## src/rtl/regfile_param.sv

```systemverilog
// regfile_param: parameterized 2-read/1-write register file with write bypass and a clear sweep FSM
module regfile_param #(
  parameter int DATA_W  = 16,
  parameter int ADDR_W  = 4,
  parameter bit ZERO_R0 = 1'b0,
  parameter bit BYPASS  = 1'b1
) (
  input  logic              clk,
  input  logic              rst,
  input  logic [ADDR_W-1:0] src_reg1,
  input  logic [ADDR_W-1:0] src_reg2,
  input  logic [ADDR_W-1:0] dst_reg,
  input  logic              write_reg,
  input  logic [DATA_W-1:0] dst_data,
  output logic [DATA_W-1:0] src_data1,
  output logic [DATA_W-1:0] src_data2,
  input  logic              clr_start,
  output logic              busy,
  output logic              clr_done
);
  localparam int NREGS = 1 << ADDR_W;
  typedef enum logic [1:0] {IDLE, SWEEP, DONE} state_t;
  state_t            state_q, state_d;
  logic [ADDR_W-1:0] ptr_q, ptr_d;
  logic [DATA_W-1:0] regs_q [NREGS];
  logic [DATA_W-1:0] regs_d [NREGS];
  logic              wr_en;
  assign busy      = state_q == SWEEP;
  assign clr_done  = state_q == DONE;
  assign wr_en     = write_reg && !busy && !(ZERO_R0 && dst_reg == '0);
  assign src_data1 = ZERO_R0 && src_reg1 == '0 ? '0 : BYPASS && wr_en && dst_reg == src_reg1 ? dst_data : regs_q[src_reg1];
  assign src_data2 = ZERO_R0 && src_reg2 == '0 ? '0 : BYPASS && wr_en && dst_reg == src_reg2 ? dst_data : regs_q[src_reg2];
  // sweep walks ptr through every register once; the last one hands off to a single DONE cycle
  always_comb begin
    state_d = state_q == SWEEP ? (&ptr_q ? DONE : SWEEP) : (state_q == IDLE && clr_start) ? SWEEP : IDLE;
    ptr_d   = state_q == SWEEP ? ptr_q + ADDR_W'(1) : '0;
  end
  // sweep owns the write port while busy, otherwise the external write lands
  always_comb begin
    regs_d = regs_q;
    if (busy) regs_d[ptr_q] = '0;
    else if (wr_en) regs_d[dst_reg] = dst_data;
  end
  // state update; reset clears every register in one cycle and aborts any sweep
  always_ff @(posedge clk) begin
    if (rst) begin
      state_q <= IDLE;
      ptr_q   <= '0;
      regs_q  <= '{default: '0};
    end else begin
      state_q <= state_d;
      ptr_q   <= ptr_d;
      regs_q  <= regs_d;
    end
  end
endmodule

```

## config.mk

```make
export PLATFORM = sky130hd
export DESIGN_NAME = regfile_param
export DESIGN_NICKNAME = d
export VERILOG_FILES = /design/src/rtl/regfile_param.sv
export SDC_FILE = /design/constraint.sdc
export NUM_CORES = 1
export LEC_CHECK = 0
export CAP_MARGIN = 20
export CELL_PAD_IN_SITES_DETAIL_PLACEMENT = 1
export CELL_PAD_IN_SITES_GLOBAL_PLACEMENT = 2
export CORE_MARGIN = 1.5
export CORE_UTILIZATION = 29
export DETAILED_ROUTE_END_ITERATION = 8
export GPL_TIMING_DRIVEN = 0
export HOLD_SLACK_MARGIN = 0.06
export PLACE_DENSITY = 0.57
export SLEW_MARGIN = 10
export SYNTH_ARGS = -nofsm -noshare
export SYNTH_HDL_FRONTEND = slang
export SYNTH_SLANG_ARGS = --single-unit
```

## constraint.sdc

```tcl
create_clock -name clk -period 7.53 [get_ports clk]
set_input_delay 1.8825 -clock clk [delete_from_list [all_inputs] [get_ports clk]]
set_output_delay 1.8825 -clock clk [all_outputs]
set_load 0.02 [all_outputs]
```

==> metrics.yaml, run 1 <==
seq_power_share: 0.390
cts_buffer_depth: 3
synth_nets: 1625
layout_common_cells: "dfxtp_1, nand3_1, a21oi_1, o211ai_1, clkbuf_1"
start_util: 0.2938
die_x_um: 236.5
netlist.area_leader.share: 0.3317
drv_cap: 0
syn_inst: 1588
numCtsBuffers: 36
hp-class: "flip-flop to flip-flop"
combPwrFrac: 0.124
rsz0062_at_grt: "false"
netlist_area_sq_mm: 0.01581
final_common_cell: "dfxtp_1"
path_cells: "clkdlybuf4s50_1 > buf_6 > buf_4 > buf_2 > mux4_2 > mux2i_1 > mux2i_1 > mux2_2 > clkdlybuf4s50_1"
synth_top_cell_by_area: "dfxtp_1"
yosysWarningCount: 0
power_density_mw_per_mm2: 197.6
worstPathRequired_ns: 5.65
vias_per_cell: 6.164
syn_avg_cell_area_sq_um: 9.958
cts_tree: "yes"
setup_viol_count_final: 0
groute.usage.overall: 0.2947
routed_wl_um: 82830
crit_family: "buffers and inverters"
drc: 0
slew_headroom: 0.1518
power_leakage_nw: 5.653
synthTopCellsByArea: "dfxtp_1, mux4_2, o211ai_1"
clockPowerShare: 0.486
grt-ovfl-total: 0
nNetsFinal: 1711
clkSlewWorstSetupHoldPaths_ns: 0.06
fmax_ghz: 0.1411
worstSetupStartpointType: "primary input"
ctsHtreeMaxLevel: 2
grt_start_max_net_pins: 11
numPortBuffers: 40
min_period_ns: 7.086
wire_per_inst_um: 34.57
yosysUniqueCellTypes: 34
finalCritPeriodShare: 0.9410
worst_pin_slew_ns: 1.255
p_sw_w: 0.001050
path_buf_inv: 5
drive_gt1_frac: 0.2048
antenna_left: 0
worstSkewPairLatency_ns: 0.56
fin_ws_ns: 0.4440
dieArea_sq_mm: 0.05594
worstSetupPathType: "primary input to primary output"
grt_pass1_wl_um: 115900
intPower_w: 0.002584
core-area_sq_mm: 0.05381
cts_setup_buffers: 0
dp_slack_ns: 0.4599
critPathMaxFanout: 10
ys.flop_type: "dfxtp_1"
p_sw_frac: 0.2890
grt_pass1_vias: 14880
vias: 14770
fin_area_sq_mm: 0.01839
area_growth_pct: 16.30
dpl.hpwl_um: 62660
routabilityCongestion: 0.9105
hold_viol: 0
slowest_delay_ns: 0.65
drt-initial-drc-count: 1315
status: "complete, no violations"
synth-seq-cells: 262
utilization: 0.3417
synthArstFlopShare: 0
die_h_um: 236.5
cts.hold.buffers_added: 0
critPathCaptureType: "primary output"
p_total_w: 0.003634
finalClockSkew_ns: 0.01891
dr.pass1.iters: 5
ir_drop_mv: 0.1155
yosysSeqAreaShare: 0.3317
rows: 85
post_cts_resize_count: 0
root_buffer: "clkbuf_16"
setup_tns_ns: 0
slowest_stage: "clkdlybuf4s50_1"
synth_edf_count: 0
cts_sinks: 262
antenna_found_initial: 9
place_area_sq_mm: 0.01719
critical_path_arrival_ns: 5.20
io_pins: 66
r2r_slack_ns: 4.82
slew_viol_final: 0
-- synthesized netlist by cell type, types with 4 or more instances --
cell type,n
dfxtp_1,262
nand3_1,260
a21oi_1,256
o211ai_1,210
clkbuf_1,133
mux4_2,128
mux2i_1,97
o211ai_2,46
mux2_2,32
buf_1,31
buf_2,30
buf_6,23
nand2_1,17
buf_4,12
xnor2_1,7
nor2_1,6
ha_1,5
inv_1,4
nor4_4,4
-- final timing paths --
| check | cells after the start | startpoint | end |
|---|---|---|---|
| hold / removal | 2 | regs_q[154] | regs_q[154] |
| setup reg to reg | 5 | state_q[0] | regs_q[222] |
| setup / recovery | 9 | src_reg1[0] | src_data1[4] |
| hold reg to reg | 2 | regs_q[154] | regs_q[154] |
-- flip-flops by register name, indices dropped and copies added, names as in the netlist --
register  flops
regs_q      256
ptr_q         4
state_q       2
-- layout make-up --
type                       count  area, sq um
sequential                   262         5245
fill                        6072        35420
timing repair buffer          48        513.0
clock buffer                  59         1139
antenna                        1        2.502
multi-input combinational   1091         9430
clock inverter                 4        45.04
buffer                       229         1120
tap                          696        870.8
inverter                       6        25.02
-- power by group through the flow --
stage          Sequential, W  Combinational [W]  Clock (W)
4_1_cts              0.00142           0.000444    0.00179
3_5_place_dp         0.00145           0.000443          0
2_1_floorplan        0.00144           0.000254          0
6_report             0.00142           0.000451    0.00177
3_3_place_gp         0.00144           0.000435          0
5_1_grt              0.00142           0.000465    0.00185
-- kinds of logic (layout without fill, tap and decap cells) --
group / Yosys count / after routing / share of synthesized area
and+or+nand+nor: 307 / 307 / 0.1031
other: 0 / 1 / 0
AOI/OAI and AO/OA: 512 / 512 / 0.2171
xor gates and xnor gates: 10 / 10 / 0.005539
buffers and inverters: 235 / 346 / 0.07208
DFF: 262 / 262 / 0.3317
adders and majority gates: 5 / 5 / 0.003956
muxes: 257 / 257 / 0.2665
-- routing by layer --
metal | global-route usage | vias up | routed length [um]
li1 | - | 6366 | -
met1 | 0.4123 | 7697 | 37490
met2 | 0.4551 | 577 | 36900
met3 | 0.05083 | 127 | 5544
met4 | 0.1066 | 2 | 2891
met5 | 0 | - | 10
-- tightest hold or removal path: stages (launching register included) --
cell,delay (ns)
dfxtp_1,0.33
o211ai_2,0.06
a21oi_1,0.06
-- through the flow --
step | hold slack [ns] | cells
2_1_floorplan | 0.4562 | 1588
3_3_place_gp | 0.4725 | 2324
3_5_place_dp | 0.4782 | 2331
4_1_cts | 0.4943 | 2394
5_1_grt | 0.5161 | 2395
6_report | 0.4984 | 2396
No activity file was read; power rests on OpenSTA's default activity.
==> inputs of run 2 (changes only) <==
- GPL_TIMING_DRIVEN: 0 -> unset
- SLEW_MARGIN: 10 -> 0
==> metrics.yaml, run 2 (same netlist as run 1, synthesis figures left out) <==
drive_gt1_frac: 0.2291
numCtsBuffers: 35
root_buffer: "clkbuf_16"
finalClockSkew_ns: 0.02197
largest-register: "regs_q"
min_delay_worst_endpoint: "regs_q[230]"
hold_start: "regs_q[230]"
power_leakage_nw: 5.554
antenna_found_initial: 1
timing.rr.end: "regs_q[126]"
layoutNonFillerInstCount: 2250
grt_start_max_net_pins: 174
worstPathRequired_ns: 5.65
grt-ovfl-total: 0
cts_buffer_depth: 3
hp-class: "flip-flop to flip-flop"
grt_pass1_vias: 14810
drv_cap: 0
status: "complete, no violations"
cts_tree: "yes"
core-area_sq_mm: 0.05381
final_common_cell: "dfxtp_1"
reg2reg_depth: 5
p_total_w: 0.003577
setup_viol_count_final: 0
slew_viol_final: 0
io_pins: 66
antenna_left: 0
rsz0062_at_grt: "false"
finalCritPeriodShare: 0.8785
layout_common_cells: "dfxtp_1, nand3_1, a21oi_1, o211ai_1, mux4_2"
numPortBuffers: 65
worstSkewPairLatency_ns: 0.56
slew_headroom: 0.2080
dieArea_sq_mm: 0.05594
worst_pin_slew_ns: 1.188
cts_sinks: 262
cts_setup_buffers: 0
slowest_stage: "clkdlybuf4s50_1"
path_common_cell: "clkdlybuf4s50_1"
die_h_um: 236.5
worstHoldPathCells: 2
dpl.hpwl_um: 40710
critPathCaptureType: "primary output"
largest_reg_flops: 256
vias: 14130
ctsHtreeMaxLevel: 2
setup_tns_ns: 0
die_x_um: 236.5
nNetsFinal: 1569
rows: 85
fin_ws_ns: 0.9147
reg2reg_from: "state_q[1]"
hold_slack_ns: 0.4785
min_period_ns: 6.615
drc: 0
routed_wl_um: 72680
wire_per_inst_um: 32.30
path_cells: "clkdlybuf4s50_1 > xnor2_1 > nand3_1 > nor4_4 > buf_4 > mux2_2 > clkdlybuf4s50_1"
slowest_delay_ns: 0.86
grt_pass1_wl_um: 107600
vias_per_cell: 6.278
dr.pass1.iters: 5
worstSetupStartpointType: "primary input"
critPathMaxFanout: 16
hold_viol: 0
drt-initial-drc-count: 1111
largest_registers: "regs_q (256), ptr_q (4), state_q (2)"
cts.hold.buffers_added: 0
fillers: 6003
groute.usage.overall: 0.2595
critical_path_arrival_ns: 4.73
post_cts_resize_count: 0
power_density_mw_per_mm2: 198.3
area_growth_pct: 14.10
dp_slack_ns: 0.9432
routabilityCongestion: 0.7896
r2r_slack_ns: 4.94
ir_drop_mv: 0.1135
fmax_ghz: 0.1512
worstSetupPathType: "primary input to primary output"
dpl.cell_count: 2190
diodes: 0
clkSlewWorstSetupHoldPaths_ns: 0.06
start_util: 0.2938
[run 2: cell types whose count changed in the layout (fill, tap and decap cells not counted), moves of 3 or more]
cell             previous run  this run
clkdlybuf4s50_1            40        57
clkbuf_1                  138         9
buf_8                       6         3
buf_4                      12        65
buf_12                      0         7
buf_1                      31         0
buf_6                      25         0
buf_2                      30         3
clkbuf_8                   13         7
clkbuf_2                    4         0
[run 2: worst max-delay path, delay by kind of cell]
family,cells,cell delay (ns)
and+or+nand+nor,2,0.37
xor gates and xnor gates,1,0.19
muxes,1,0.44
buffers and inverters,3,1.84
[run 2: metrics by stage]
stage               utilization  instance area (sq um)
CTS                      0.3350                  18030
global route             0.3353                  18040
detailed placement       0.3135                  16870
floorplan                     -                  15810
global placement         0.3130                  16840
finish                   0.3353                  18040
[run 2: worst max-delay path by stage]
stage,startpoint,endpoint,slack [ns],depth (start not counted)
floorplan,src_reg1[2],src_data1[10],2.30,6
detailed placement,dst_reg[0],src_data1[0],0.94,7
global route,dst_reg[0],src_data1[0],0.82,7
global placement,dst_reg[0],src_data1[0],0.94,7
finish,dst_reg[0],src_data1[0],0.91,7
CTS,dst_reg[0],src_data1[0],0.93,7
[run 2: report_power, final]
part           internal (W)  switching [W]  leakage (nW)  total, W
combinational      0.000118       0.000293          2.88  0.000411
clock               0.00106       0.000698         0.564   0.00175
sequential          0.00140      0.0000121          2.11   0.00141
total               0.00257        0.00100          5.55   0.00358
[run 2: cell type report]
class	count	area, sq um	area share
Clock buffer	52	1042	0.05777
Inverter	6	25.02	0.001387
Multi-Input combinational cell	1091	9474	0.5251
Timing Repair Buffer	136	1272	0.07053
Clock inverter	7	112.6	0.006241
Tap cell	696	870.8	0.04827
Sequential cell	262	5245	0.2907
[run 2: routing by layer]
metal,track usage,vias up,share of wire
li1,-,6060,-
met1,0.3517,7547,0.45
met2,0.4250,417,0.47
met3,0.04138,99,0.050
met4,0.07673,2,0.028
met5,0,-,0.00015
==> inputs of run 3 (changes only) <==
- GPL_TIMING_DRIVEN: unset -> 0
==> metrics.yaml, run 3 (same netlist as run 1, synthesis figures left out) <==
p_sw_w: 0.001069
vias: 14740
area_growth_pct: 17.11
layoutNonFillerInstCount: 2400
combPwrFrac: 0.121
finalCritPeriodShare: 0.9541
routabilityCongestion: 0.9105
worstPathRequired_ns: 5.65
grt-ovfl-total: 0
largest-register: "regs_q"
cts_setup_buffers: 0
cts_sinks: 262
clockPowerShare: 0.503
fmax_ghz: 0.1392
routed_wl_um: 83070
hold_slack_ns: 0.5000
vias_per_cell: 6.142
start_util: 0.2938
antenna_left: 0
dpl.cell_count: 2334
drv_cap: 0
groute.usage.overall: 0.2947
intPower_w: 0.002691
drive_gt1_frac: 0.2079
dpl.hpwl_um: 63270
hp-class: "flip-flop to flip-flop"
final_common_cell: "dfxtp_1"
clkSlewWorstSetupHoldPaths_ns: 0.06
grt_start_max_net_pins: 13
rows: 85
worstSetupPathType: "primary input to primary output"
setup_viol_count_final: 0
ir_drop_mv: 0.1259
layout_common_cells: "dfxtp_1, nand3_1, a21oi_1, o211ai_1, clkbuf_1"
largest_reg_flops: 256
dr.pass1.iters: 5
antenna_found_initial: 6
critPathMaxFanout: 10
critical_path_arrival_ns: 5.30
slew_viol_final: 0
hold_viol: 0
cts.hold.buffers_added: 0
worstSetupStartpointType: "primary input"
rsz0062_at_grt: "false"
finalClockSkew_ns: 0.01332
drc: 0
nNetsFinal: 1714
p_sw_frac: 0.2843
die_h_um: 236.5
wire_per_inst_um: 34.61
setup_tns_ns: 0
p_total_w: 0.003760
root_buffer: "clkbuf_16"
largest_registers: "regs_q (256), ptr_q (4), state_q (2)"
critPathCaptureType: "primary output"
die_x_um: 236.5
numCtsBuffers: 36
cts_buffer_depth: 3
ctsHtreeMaxLevel: 2
drt-initial-drc-count: 1364
min_period_ns: 7.184
power_density_mw_per_mm2: 203.0
cts_tree: "yes"
grt_pass1_wl_um: 116000
seq_power_share: 0.377
core-area_sq_mm: 0.05381
worstSkewPairLatency_ns: 0.56
dieArea_sq_mm: 0.05594
utilization: 0.3441
status: "complete, no violations"
io_pins: 66
numPortBuffers: 40
worst_pin_slew_ns: 1.158
grt_pass1_vias: 15060
power_leakage_nw: 5.715
post_cts_resize_count: 0
slew_headroom: 0.2282
-- run 3: layout make-up --
class	count	area (sq um)
fill	6038	35300
tap	696	870.8
sequential	262	5245
multi-input combinational	1091	9428
clock inverter	13	192.7
inverter	6	25.02
antenna	1	2.502
buffer	229	1117
clock buffer	51	1079
timing repair buffer	51	558.0
-- run 3: path summary, 6_finish.rpt --
check	from	endpoint	slack, ns	depth (start not counted)
worst min register to register	regs_q[237]	regs_q[237]	0.50	2
worst min-delay path	regs_q[237]	regs_q[237]	0.50	2
worst max-delay path	src_reg1[0]	src_data1[3]	0.35	9
worst max register to register	state_q[0]	regs_q[222]	4.97	5
-- run 3: critical path: stages --
cell and delay (ns):
clkdlybuf4s50_1 0.66, buf_6 0.25, buf_4 0.29, buf_2 0.35, mux4_2 0.38, mux2i_1 0.44, mux2i_1 0.15, mux2_2 0.33
clkdlybuf4s50_1 0.55
-- run 3: stage by stage --
step                worst slack (ns)  instance area, sq um
finish                        0.3460                 18520
global route                  0.2983                 18520
CTS                           0.4454                 18500
detailed placement            0.4546                 17230
global placement              0.4655                 17080
floorplan                      2.296                 15810
-- run 3: power by group through the flow --
stage               Sequential [W]  Clock (W)  Combinational [W]
global route               0.00142    0.00197           0.000467
CTS                        0.00142    0.00191           0.000446
detailed placement         0.00145          0           0.000445
finish                     0.00142    0.00189           0.000453
global placement           0.00144          0           0.000435
floorplan                  0.00144          0           0.000254
-- run 3: routing by layer --
layer / wire length (um) / part of all wire / global-route usage / vias up
met5: 13 / 0.00016 / 0 / -
met4: 3352 / 0.040 / 0.1131 / 2
met3: 5119 / 0.062 / 0.05013 / 129
met2: 36690 / 0.44 / 0.4554 / 510
met1: 37890 / 0.46 / 0.4097 / 7737
li1: - / - / - / 6362
